$ cat src/rtl/tx_frame_pkg.sv
// tx_frame_pkg: shared state encoding and sizing helpers for the transmit
// frame sequencer (tx_frame_seq) and its byte shifter (tx_byte_shifter).
package tx_frame_pkg;

    // Frame sequencer states; CSUM is only reachable when TX_CHECKSUM_EN is defined
    typedef enum logic [2:0] {
        ST_IDLE = 3'd0,
        ST_SEND = 3'd1,
        ST_WAIT = 3'd2,
        ST_GAP  = 3'd3,
        ST_CSUM = 3'd4,
        ST_DONE = 3'd5
    } tx_state_e;

    // Number of bytes carried by an m-bit result word
    function automatic int unsigned nb_of(input int unsigned m);
        return m / 8;
    endfunction

    // Low bit index of the byte that leaves first: [7:0] or [m-1:m-8]
    function automatic int unsigned first_byte_lo(input int unsigned m, input bit lsb_first);
        return lsb_first ? 0 : m - 8;
    endfunction

endpackage

$ cat src/rtl/tx_frame_seq_shifter.sv
// tx_byte_shifter: holds the not-yet-sent bytes of the result word and the
// byte presented to the UART. With TX_CHECKSUM_EN defined it also keeps a
// running XOR of every data byte presented, loadable as a trailing byte.
import tx_frame_pkg::*;

module tx_byte_shifter #(
    parameter int unsigned M         = 8,
    parameter int unsigned LSB_FIRST = 1
) (
    input  logic         clk,
    input  logic         rst,
    input  logic         load_i,
    input  logic         shift_i,
`ifdef TX_CHECKSUM_EN
    input  logic         load_csum_i,
`endif
    input  logic [M-1:0] data_i,
    output logic [7:0]   byte_o
);
    localparam int unsigned LO = first_byte_lo(M, LSB_FIRST != 0);

    // sr_q holds only the bytes still to be presented; the byte on byte_o
    // has already been removed from it, so M=8 needs no special case.
    logic [M-1:0] sr_q, sr_d;
    logic [7:0]   byte_q, byte_d;
`ifdef TX_CHECKSUM_EN
    logic [7:0]   csum_q, csum_d;
`endif

    // Next-state for remaining bytes, presented byte and checksum
    always_comb begin
        sr_d   = sr_q;
        byte_d = byte_q;
`ifdef TX_CHECKSUM_EN
        csum_d = csum_q;
`endif
        if (load_i) begin
            byte_d = data_i[LO +: 8];
            sr_d   = (LSB_FIRST != 0) ? (data_i >> 8) : (data_i << 8);
`ifdef TX_CHECKSUM_EN
            csum_d = data_i[LO +: 8];
`endif
        end else if (shift_i) begin
            byte_d = sr_q[LO +: 8];
            sr_d   = (LSB_FIRST != 0) ? (sr_q >> 8) : (sr_q << 8);
`ifdef TX_CHECKSUM_EN
            csum_d = csum_q ^ sr_q[LO +: 8];
`endif
        end
`ifdef TX_CHECKSUM_EN
        else if (load_csum_i) begin
            byte_d = csum_q;
        end
`endif
    end

    // Register shift state; asynchronous reset clears everything
    always_ff @(posedge clk or posedge rst) begin
        if (rst) begin
            sr_q   <= '0;
            byte_q <= '0;
`ifdef TX_CHECKSUM_EN
            csum_q <= '0;
`endif
        end else begin
            sr_q   <= sr_d;
            byte_q <= byte_d;
`ifdef TX_CHECKSUM_EN
            csum_q <= csum_d;
`endif
        end
    end

    assign byte_o = byte_q;

endmodule

$ cat src/rtl/tx_frame_seq.sv
// tx_frame_seq: splits an M-bit result word into M/8 bytes and feeds them to
// the UART transmitter with a TxEn/TxDone handshake, a GAP-cycle idle gap
// between bytes and a FrameDone pulse at the end of the frame.
// Optional macro TX_CHECKSUM_EN appends an XOR checksum byte to each frame.
import tx_frame_pkg::*;

module tx_frame_seq #(
    parameter int unsigned M         = 8,
    parameter int unsigned GAP       = 10,
    parameter int unsigned LSB_FIRST = 1
) (
    input  logic         clk,
    input  logic         Rst,
    input  logic         StartTx,
    input  logic [M-1:0] DataIn,
    input  logic         TxDone,
    output logic         TxEn,
    output logic [7:0]   TxByte,
    output logic         SetTransmit,
    output logic         FrameDone,
    output logic         Overrun
);
    localparam int unsigned   NB       = nb_of(M);
    localparam int unsigned   CW       = $clog2(NB + 1);
    localparam int unsigned   GW       = (GAP > 0) ? $clog2(GAP + 1) : 1;
    localparam logic [CW-1:0] CNT_LAST = CW'(NB - 1);
    localparam logic [GW-1:0] GAP_LAST = GW'((GAP > 0) ? GAP - 1 : 0);

    tx_state_e     state_q, state_d;
    logic [CW-1:0] cnt_q, cnt_d;
    logic [GW-1:0] gap_q, gap_d;
    logic          tx_en_q, tx_en_d;
    logic          set_tx_q, set_tx_d;
    logic          frame_done_q, frame_done_d;
    logic          overrun_q, overrun_d;
    logic          load, shift, advance, go_send;
`ifdef TX_CHECKSUM_EN
    logic          csum_ph_q, csum_ph_d;
    logic          load_csum;
`endif

    // Sequencer next-state and registered-output decode
    always_comb begin
        state_d      = state_q;
        cnt_d        = cnt_q;
        gap_d        = gap_q;
        tx_en_d      = 1'b0;
        frame_done_d = 1'b0;
        overrun_d    = overrun_q;
        load         = 1'b0;
        shift        = 1'b0;
        advance      = 1'b0;
        go_send      = 1'b0;
`ifdef TX_CHECKSUM_EN
        csum_ph_d    = csum_ph_q;
        load_csum    = 1'b0;
`endif
        if (StartTx && state_q != ST_IDLE) begin
            overrun_d = 1'b1;
        end
        case (state_q)
            ST_IDLE: begin
                if (StartTx) begin
                    load    = 1'b1;
                    cnt_d   = '0;
                    state_d = ST_SEND;
                    tx_en_d = 1'b1;
`ifdef TX_CHECKSUM_EN
                    csum_ph_d = 1'b0;
`endif
                end
            end
            ST_SEND, ST_CSUM: state_d = ST_WAIT;
            ST_WAIT: begin
                if (TxDone) begin
`ifdef TX_CHECKSUM_EN
                    if (csum_ph_q) begin
                        state_d      = ST_DONE;
                        frame_done_d = 1'b1;
                    end else if (cnt_q == CNT_LAST) begin
                        load_csum = 1'b1;
                        csum_ph_d = 1'b1;
                        advance   = 1'b1;
                    end
`else
                    if (cnt_q == CNT_LAST) begin
                        state_d      = ST_DONE;
                        frame_done_d = 1'b1;
                    end
`endif
                    else begin
                        cnt_d   = cnt_q + 1'b1;
                        shift   = 1'b1;
                        advance = 1'b1;
                    end
                end
            end
            ST_GAP: begin
                if (gap_q == GAP_LAST) begin
                    go_send = 1'b1;
                end else begin
                    gap_d = gap_q + 1'b1;
                end
            end
            ST_DONE: state_d = ST_IDLE;
            default: state_d = ST_IDLE;
        endcase
        // Leaving WAIT for another byte: through GAP, or straight to launch
        if (advance) begin
            if (GAP > 0) begin
                state_d = ST_GAP;
                gap_d   = '0;
            end else begin
                go_send = 1'b1;
            end
        end
        // Launch the next byte; TxEn is registered alongside the state
        if (go_send) begin
            tx_en_d = 1'b1;
`ifdef TX_CHECKSUM_EN
            state_d = csum_ph_d ? ST_CSUM : ST_SEND;
`else
            state_d = ST_SEND;
`endif
        end
        set_tx_d = (state_d != ST_IDLE);
    end

    // State, counters and Moore outputs; Rst abandons any frame at once
    always_ff @(posedge clk or posedge Rst) begin
        if (Rst) begin
            state_q      <= ST_IDLE;
            cnt_q        <= '0;
            gap_q        <= '0;
            tx_en_q      <= 1'b0;
            set_tx_q     <= 1'b0;
            frame_done_q <= 1'b0;
            overrun_q    <= 1'b0;
`ifdef TX_CHECKSUM_EN
            csum_ph_q    <= 1'b0;
`endif
        end else begin
            state_q      <= state_d;
            cnt_q        <= cnt_d;
            gap_q        <= gap_d;
            tx_en_q      <= tx_en_d;
            set_tx_q     <= set_tx_d;
            frame_done_q <= frame_done_d;
            overrun_q    <= overrun_d;
`ifdef TX_CHECKSUM_EN
            csum_ph_q    <= csum_ph_d;
`endif
        end
    end

    tx_byte_shifter #(
        .M         (M),
        .LSB_FIRST (LSB_FIRST)
    ) u_shifter (
        .clk         (clk),
        .rst         (Rst),
        .load_i      (load),
        .shift_i     (shift),
`ifdef TX_CHECKSUM_EN
        .load_csum_i (load_csum),
`endif
        .data_i      (DataIn),
        .byte_o      (TxByte)
    );

    assign TxEn        = tx_en_q;
    assign SetTransmit = set_tx_q;
    assign FrameDone   = frame_done_q;
    assign Overrun     = overrun_q;

endmodule
$ cat config.mk
export PLATFORM = sky130hd
export DESIGN_NAME = tx_frame_seq
export DESIGN_NICKNAME = d
export VERILOG_FILES = /design/src/rtl/tx_frame_pkg.sv /design/src/rtl/tx_frame_seq_shifter.sv /design/src/rtl/tx_frame_seq.sv
export SDC_FILE = /design/constraint.sdc
export NUM_CORES = 1
export LEC_CHECK = 0
export CAP_MARGIN = 5
export CORE_MARGIN = 3
export CORE_UTILIZATION = 47
export CTS_BUF_LIST = sky130_fd_sc_hd__clkbuf_2
export CTS_CLUSTER_DIAMETER = 150
export DETAILED_ROUTE_END_ITERATION = 7
export PLACE_DENSITY = 0.89
export SLEW_MARGIN = 20
export SYNTH_ARGS = -nofsm -noshare
export SYNTH_HDL_FRONTEND = slang
export SYNTH_SLANG_ARGS = --single-unit
$ cat constraint.sdc
create_clock -name clk -period 1.9 [get_ports clk]
set_input_delay 0.38 -clock clk [delete_from_list [all_inputs] [get_ports clk]]
set_output_delay 0.38 -clock clk [all_outputs]
set_load 0.02 [all_outputs]
==> results by group, run 1 <==
Synthesis
  – Number of distinct library cells after synthesis: 24
  – Synth Cell Area: 803 um2
  – Cell accounting for the most synthesized area: sky130_fd_sc_hd__dfrtp_1
  – Fraction of the mapped netlist area in simple logic gates: 12.1%
  – Synthesized-area fraction occupied by adder cells: 3.12%
  – Proportion of netlist area held by the largest area contributor: 59.2%
  – Top cell types by occurrence after synthesis: sky130_fd_sc_hd__dfrtp_1 (19), sky130_fd_sc_hd__mux2_2 (9), sky130_fd_sc_hd__a21oi_1 (3), sky130_fd_sc_hd__inv_1 (3)
  – Average cell area after synthesis: 13.6 um2
  – Synth top area cells: sky130_fd_sc_hd__dfrtp_1 (59%), sky130_fd_sc_hd__mux2_2 (13%), sky130_fd_sc_hd__ha_1 (3.1%)
  – Synthesis-stage register bit count: 19
  – Synth warn: 0
  – Fraction of synthesized area in multiplexers: 12.6%
  – Total nets after synthesis: 73
  – Largest family of logic cells by synthesized area: multiplexers
  – Post-synth EDFFs: 0
  – Most common cell in the synthesized netlist: sky130_fd_sc_hd__dfrtp_1
  – Post-Synth XOR/XNOR Area: 3.27%
  – Area fraction in compound gates after synthesis: 6.85%
  – Fraction of registers with async set/reset: 100%
  – Dominant synthesized flop cell: sky130_fd_sc_hd__dfrtp_1
  – Sequential share of the synthesized area: 59.2%
  – Gate count after technology mapping: 59

Detailed routing
  – Post-detailed-route count of antenna-violating nets: 0
  – Iteration-0 DRC count of the detailed router: 11
  – Residual DRC count: 0
  – Routed wire length: 1.42 mm
  – Total vias in the final route: 542
  – Wire length per cell: 13.9 um
  – Detail-routed via count per cell: 5.31
  – Pre-antenna DRT Iters: 4

Worst setup path
  – Startpoint kind of the worst setup timing path: flop
  – Critical path required time: 1520 ps
  – Critical path cell sequence: clkdlybuf4s50_1
  – Reg2reg path depth: 3
  – Peak fanout along the critical path: 2
  – Arrival time at the worst endpoint: 1300 ps
  – Max stage delay cell, worst path: sky130_fd_sc_hd__clkdlybuf4s50_1
  – Highest cell delay on the worst timing path: 620 ps
  – Count of buffering cells on the critical path with inverters included: 1
  – Reg2reg setup slack: 310 ps
  – CP top delay family: buffers and inverters
  – Launch point of the worst reg-to-reg path: state_q[0]
  – Critical path class: flop to primary output
  – Worst flop-to-flop path endpoint: u_shifter.byte_o[7]
  – Crit path capture type: primary output

CTS
  – CTS sink count: 19
  – Root buffer cell: sky130_fd_sc_hd__clkbuf_2
  – Count of buffers added by post-CTS timing repair for setup: 0
  – Count of hold buffers inserted by post-cts repair: 0
  – Clock H-tree levels: 1
  – Register clock-pin slew on the reported worst setup and hold paths: 180 ps
  – Clock Latency Late Sink: 300 ps
  – Maximum number of buffers from clock root to sink: 2
  – CTS buffer count: 3
  – Post-CTS Resized: 0
  – Clock tree from TritonCTS: yes

STA
  – Setup repair after global routing missed its margin: no
  – Fin Clk Skew: 13.4 ps
  – Slew HR: 84.2%
  – Period minus WS final: 1680 ps
  – Final setup violating endpoints: 0
  – Number of pins with negative max-slew slack in the final report: 0
  – Maximum clock frequency: 0.594 GHz
  – Least-Margin Pin Slew: 236 ps
  – Number of failing hold endpoints at the final stage: 0
  – Setup total negative slack: 0 ps
  – Period Utilization, post-route: 88.7%

Cells and area
  – Filler-free cell count of the finished design: 102
  – Antenna fix cells: 0
  – Final core utilization: 68.6%
  – Fraction of final layout cells sized beyond drive strength 1: 20.9%
  – Area added between synthesis and finish: 33.2%
  – Fill cell count: 103
  – Net count, final: 101
  – Post-layout instance area: 1070 um2

Pwr
  – Worst ir drop on vdd: 0.000868 V
  – LEAKAGE: 0.468 nW
  – Power Dens Cells: 1580 nW/um2

Status
  – Outcome: complete, no violations

Placement
  – Final weighted congestion in routability-driven placement: 0.756
  – Number of cells in the design after placement: 98
  – Port bufs: 23
  – Final HPWL DP: 1.10 mm
  – Placed cell area: 1050 um2

Global routing
  – Global-route wire length before repair: 2.19 mm
  – Number of global-route vias before repair: 518
  – Remaining Overflow, GRT: 0
  – Aggregate global-route resource usage: 14.7%
  – Antenna violations before repair: 0
  – Largest net degree at the start of global routing: 20

Worst hold path
  – Worst min-delay path category: primary input to async pin

Floorplan
  – Chip height: 47.3 um
  – Die area: 2240 um2
  – Floorplan Core Area: 1560 um2
  – Die width: 47.3 um
  – Starting Density: 51.5%
  – Std-Cell Rows: 14
  – I/O pin total: 24

Run
  – Total of max-cap violations: 0
## per-layer routing
metal	global-route usage, %	vias to the layer above	share of wire [%]
met4	9.94	0	1.3
li1	-	261	-
met5	0	-	0
met2	25.4	12	53
met3	4.21	2	3.5
met1	15.2	267	42
## registers in the layout (all words and copies together), names as in the netlist
register          cells
FrameDone             1
Overrun               1
SetTransmit           1
TxEn                  1
gap_q                 4
state_q               3
u_shifter.byte_o      8
## through the flow
stage / power (mW) / worst slack [ps] / hold slack, ps
floorplan: 1.24 / 413 / 331
global placement: 1.51 / 234 / 453
detailed placement: 1.54 / 188 / 453
CTS: 1.71 / 193 / 368
global route: 1.81 / 148 / 378
finish: 1.69 / 215 / 373
## where the power goes
part	switching [mW]	total [mW]	internal (mW)
Sequential	0.144	0.729	0.585
Clock	0.116	0.172	0.0558
Combinational	0.358	0.792	0.433
## logic make-up after synthesis
logic type,Yosys count
xor+xnor,3
compound gates,9
fa+ha+maj,2
mux,9
simple gates,13
flops,19
buf+inv,4
## cell type report
type / instances / area (um2) / area share, %
tap: 16 / 20.0 / 1.87
sequential: 19 / 475 / 44.4
multi-input combinational: 36 / 305 / 28.5
timing repair buffer: 24 / 238 / 22.2
inverter: 3 / 11.3 / 1.05
clock buffer: 4 / 20.0 / 1.87
## placed cells by master, fill, tap and decap left out, types with 2 or more instances in the layout
master                            netlist  layout
sky130_fd_sc_hd__nor3_1                 2       2
sky130_fd_sc_hd__clkbuf_2               0       4
sky130_fd_sc_hd__a21oi_1                3       3
sky130_fd_sc_hd__ha_1                   2       2
sky130_fd_sc_hd__xnor2_1                2       2
sky130_fd_sc_hd__o21ai_0                2       2
sky130_fd_sc_hd__mux2_2                 9       9
sky130_fd_sc_hd__inv_1                  3       3
sky130_fd_sc_hd__clkdlybuf4s50_1        0      23
sky130_fd_sc_hd__nand2_1                2       2
sky130_fd_sc_hd__dfrtp_1               19      19
## worst max path at each step
stage	startpoint	slack [ps]	endpoint	cells after the start
floorplan	state_q[0]	410	u_shifter.byte_o[0]	4
global placement	StartTx	230	state_q[0]	4
detailed placement	StartTx	190	state_q[0]	4
CTS	Overrun	190	Overrun	1
global route	u_shifter.byte_o[7]	150	TxByte[7]	1
finish	Overrun	220	Overrun	1
Note: power is estimated with default switching activity, not from simulation.
==> run 2, diff against run 1 <==
- CORE_ASPECT_RATIO: not set -> 1.4
- CORE_UTILIZATION: 47 -> 30
- PLACE_DENSITY: 0.89 -> 0.64
==> run 2 against run 1 <==
Effect of this change:
- sequential power hardly changed
- hold slack worse by 0.73 ps
- clock skew shrank 10 ps
- cell count is 18% higher
- register-to-register slack improved by 30 ps
- design area up 2.1%
- fmax is 0.78% higher
- clock power about the same
- sequential share of layout area is 0.92 points lower
- critical endpoint unchanged
==> results by group, run 2 (synthesis results as in run 1) <==
Status
  – Outcome: complete, no violations

Floorplan
  – Starting Density: 32.5% (-19 points)
  – Chip height: 67.2 um (+42%)
  – Die width: 49.7 um (+5.0%)
  – Floorplan Core Area: 2470 um2 (+58%)
  – Die area: 3340 um2 (+49%)
  – Std-Cell Rows: 21 (+7)
  – I/O pin total: 24 (unchanged)

Worst setup path
  – Reg2reg path depth: 3 (unchanged)
  – Arrival time at the worst endpoint: 1290 ps (about the same)
  – Reg2reg setup slack: 340 ps (+30 ps)
  – CP top delay family: buffers and inverters
  – Crit path capture type: primary output
  – Critical path class: flop to primary output
  – Worst flop-to-flop path endpoint: u_shifter.byte_o[1]
  – Critical path cell sequence: clkdlybuf4s50_1
  – Critical path required time: 1520 ps (about the same)
  – Max stage delay cell, worst path: sky130_fd_sc_hd__clkdlybuf4s50_1
  – Launch point of the worst reg-to-reg path: state_q[0]
  – Peak fanout along the critical path: 2 (unchanged)
  – Highest cell delay on the worst timing path: 600 ps (-20 ps)
  – Count of buffering cells on the critical path with inverters included: 1 (unchanged)
  – Startpoint kind of the worst setup timing path: flop

Global routing
  – Largest net degree at the start of global routing: 20 (unchanged)
  – Antenna violations before repair: 0 (unchanged)
  – Remaining Overflow, GRT: 0 (unchanged)
  – Aggregate global-route resource usage: 9.39% (-5.3 points)
  – Number of global-route vias before repair: 555 (+7.1%)
  – Global-route wire length before repair: 2.33 mm (+6.3%)

CTS
  – CTS buffer count: 3 (unchanged)
  – Post-CTS Resized: 0 (unchanged)
  – Clock H-tree levels: 1 (unchanged)
  – Count of hold buffers inserted by post-cts repair: 0 (unchanged)
  – Root buffer cell: sky130_fd_sc_hd__clkbuf_2
  – Count of buffers added by post-CTS timing repair for setup: 0 (unchanged)
  – CTS sink count: 19 (unchanged)
  – Maximum number of buffers from clock root to sink: 2 (unchanged)
  – Clock Latency Late Sink: 300 ps (about the same)
  – Register clock-pin slew on the reported worst setup and hold paths: 170 ps (about the same)
  – Clock tree from TritonCTS: yes

Placement
  – Final HPWL DP: 1.13 mm (+2.7%)
  – Number of cells in the design after placement: 116 (+18%)
  – Worst slack, placed: 212 ps (+23.6 ps)
  – Placed cell area: 1070 um2 (+2.1%)
  – Port bufs: 23 (unchanged)
  – Final weighted congestion in routability-driven placement: 0.715 (-5.5%)

STA
  – Number of pins with negative max-slew slack in the final report: 0 (unchanged)
  – Least-Margin Pin Slew: 250 ps (+14.1 ps)
  – Period Utilization, post-route: 88.0% (-0.68 points)
  – Fin Clk Skew: 3.40 ps (-9.97 ps)
  – Final WS setup: 228 ps (+13.0 ps)
  – Period minus WS final: 1670 ps (-13.0 ps)
  – Setup repair after global routing missed its margin: no
  – Maximum clock frequency: 0.598 GHz (+0.78%)
  – Number of failing hold endpoints at the final stage: 0 (unchanged)
  – Slew HR: 83.3% (-0.94 points)
  – Setup total negative slack: 0 ps (unchanged)
  – Final setup violating endpoints: 0 (unchanged)

Cells and area
  – Area occupied by multi-input gates: 305 um2 (unchanged)
  – Post-layout instance area: 1090 um2 (+2.1%)
  – FF/Latch Area: 475 um2 (unchanged)
  – Antenna fix cells: 0 (unchanged)
  – Fraction of final layout cells sized beyond drive strength 1: 20.9% (unchanged)
  – Area added between synthesis and finish: 36.0%
  – Most frequent cells in the layout: sky130_fd_sc_hd__clkdlybuf4s50_1 (23), sky130_fd_sc_hd__dfrtp_1 (19), sky130_fd_sc_hd__mux2_2 (9)
  – Commonest non-fill, non-tap cell in the layout: sky130_fd_sc_hd__clkdlybuf4s50_1
  – Max FFs per register: 8 (unchanged)
  – Fill cell count: 252 (+140%)
  – Filler-free cell count of the finished design: 120 (+18%)
  – Net count, final: 101 (unchanged)

Pwr
  – Total power: 1.69 mW (about the same)
  – Net load switching power: 0.619 mW (about the same)
  – Internal power: 1.07 mW (about the same)
  – Clock power share: 10.3% (about the same)
  – Combinational power share: 46.5% (-0.3 points)
  – Share of total power in sequential cells: 43.2% (+0.2 points)
  – Worst ir drop on vdd: 0.000637 V (-27%)
  – Power Dens Cells: 1550 nW/um2 (-2.1%)
  – Switching Fraction: 36.6% (+0.037 points)
  – LEAKAGE: 0.468 nW (unchanged)

Detailed routing
  – Pre-antenna DRT Iters: 4 (unchanged)
  – Detail-routed via count per cell: 4.59 (-14%)
  – Wire length per cell: 12.2 um (-12%)
  – Routed wire length: 1.46 mm (+3.0%)
  – Post-detailed-route count of antenna-violating nets: 0 (unchanged)
  – Residual DRC count: 0 (unchanged)
  – Total vias in the final route: 551 (+1.7%)
  – Iteration-0 DRC count of the detailed router: 9 (-2)

Run
  – Total of max-cap violations: 0 (unchanged)

Worst hold path
  – Worst min-delay path category: primary input to async pin
## run 2: cell counts in the layout (fill, tap and decap cells not counted)
Identical to the previous run, type by type.
## run 2: how the worst max path moves through the flow
| stage | from | to | cells past startpoint |
|---|---|---|---|
| 5_1_grt | u_shifter.byte_o[3] | TxByte[3] | 1 |
| 3_3_place_gp | StartTx | state_q[0] | 4 |
| 4_1_cts | Overrun | Overrun | 1 |
| 6_report | Overrun | Overrun | 1 |
| 3_5_place_dp | StartTx | state_q[0] | 4 |
| 2_1_floorplan | state_q[0] | u_shifter.byte_o[0] | 4 |
## run 2: final cells by class
| cell class | instances | share of cell area [%] |
|---|---|---|
| repair buffers | 24 | 21.8 |
| inverters | 3 | 1.03 |
| clock buffers | 4 | 1.83 |
| flip-flops and latches | 19 | 43.5 |
| well taps | 34 | 3.89 |
| multi-input cells | 36 | 27.9 |
## run 2: power by group through the flow
| stage | Clock, mW | Combinational, mW | Sequential [mW] |
|---|---|---|---|
| floorplan | 0 | 0.397 | 0.840 |
| global placement | 0 | 0.785 | 0.737 |
| detailed placement | 0 | 0.804 | 0.740 |
| CTS | 0.184 | 0.804 | 0.733 |
| global route | 0.206 | 0.846 | 0.762 |
| finish | 0.174 | 0.787 | 0.731 |
## run 2: routing by layer
metal	up-vias	GRT usage [%]	wire (um)	share of wire, %
met1	261	9.38	615	42
met3	3	3.75	136	9.3
met5	-	0	0	0
li1	260	-	-	-
met4	0	6.23	29	2.0
met2	27	16.1	678	46
## run 2: metrics by stage
step | hold slack [ps] | utilization, %
floorplan | 331 | -
global placement | 460 | 43.4
detailed placement | 464 | 43.4
CTS | 375 | 44.2
global route | 350 | 44.2
finish | 373 | 44.2
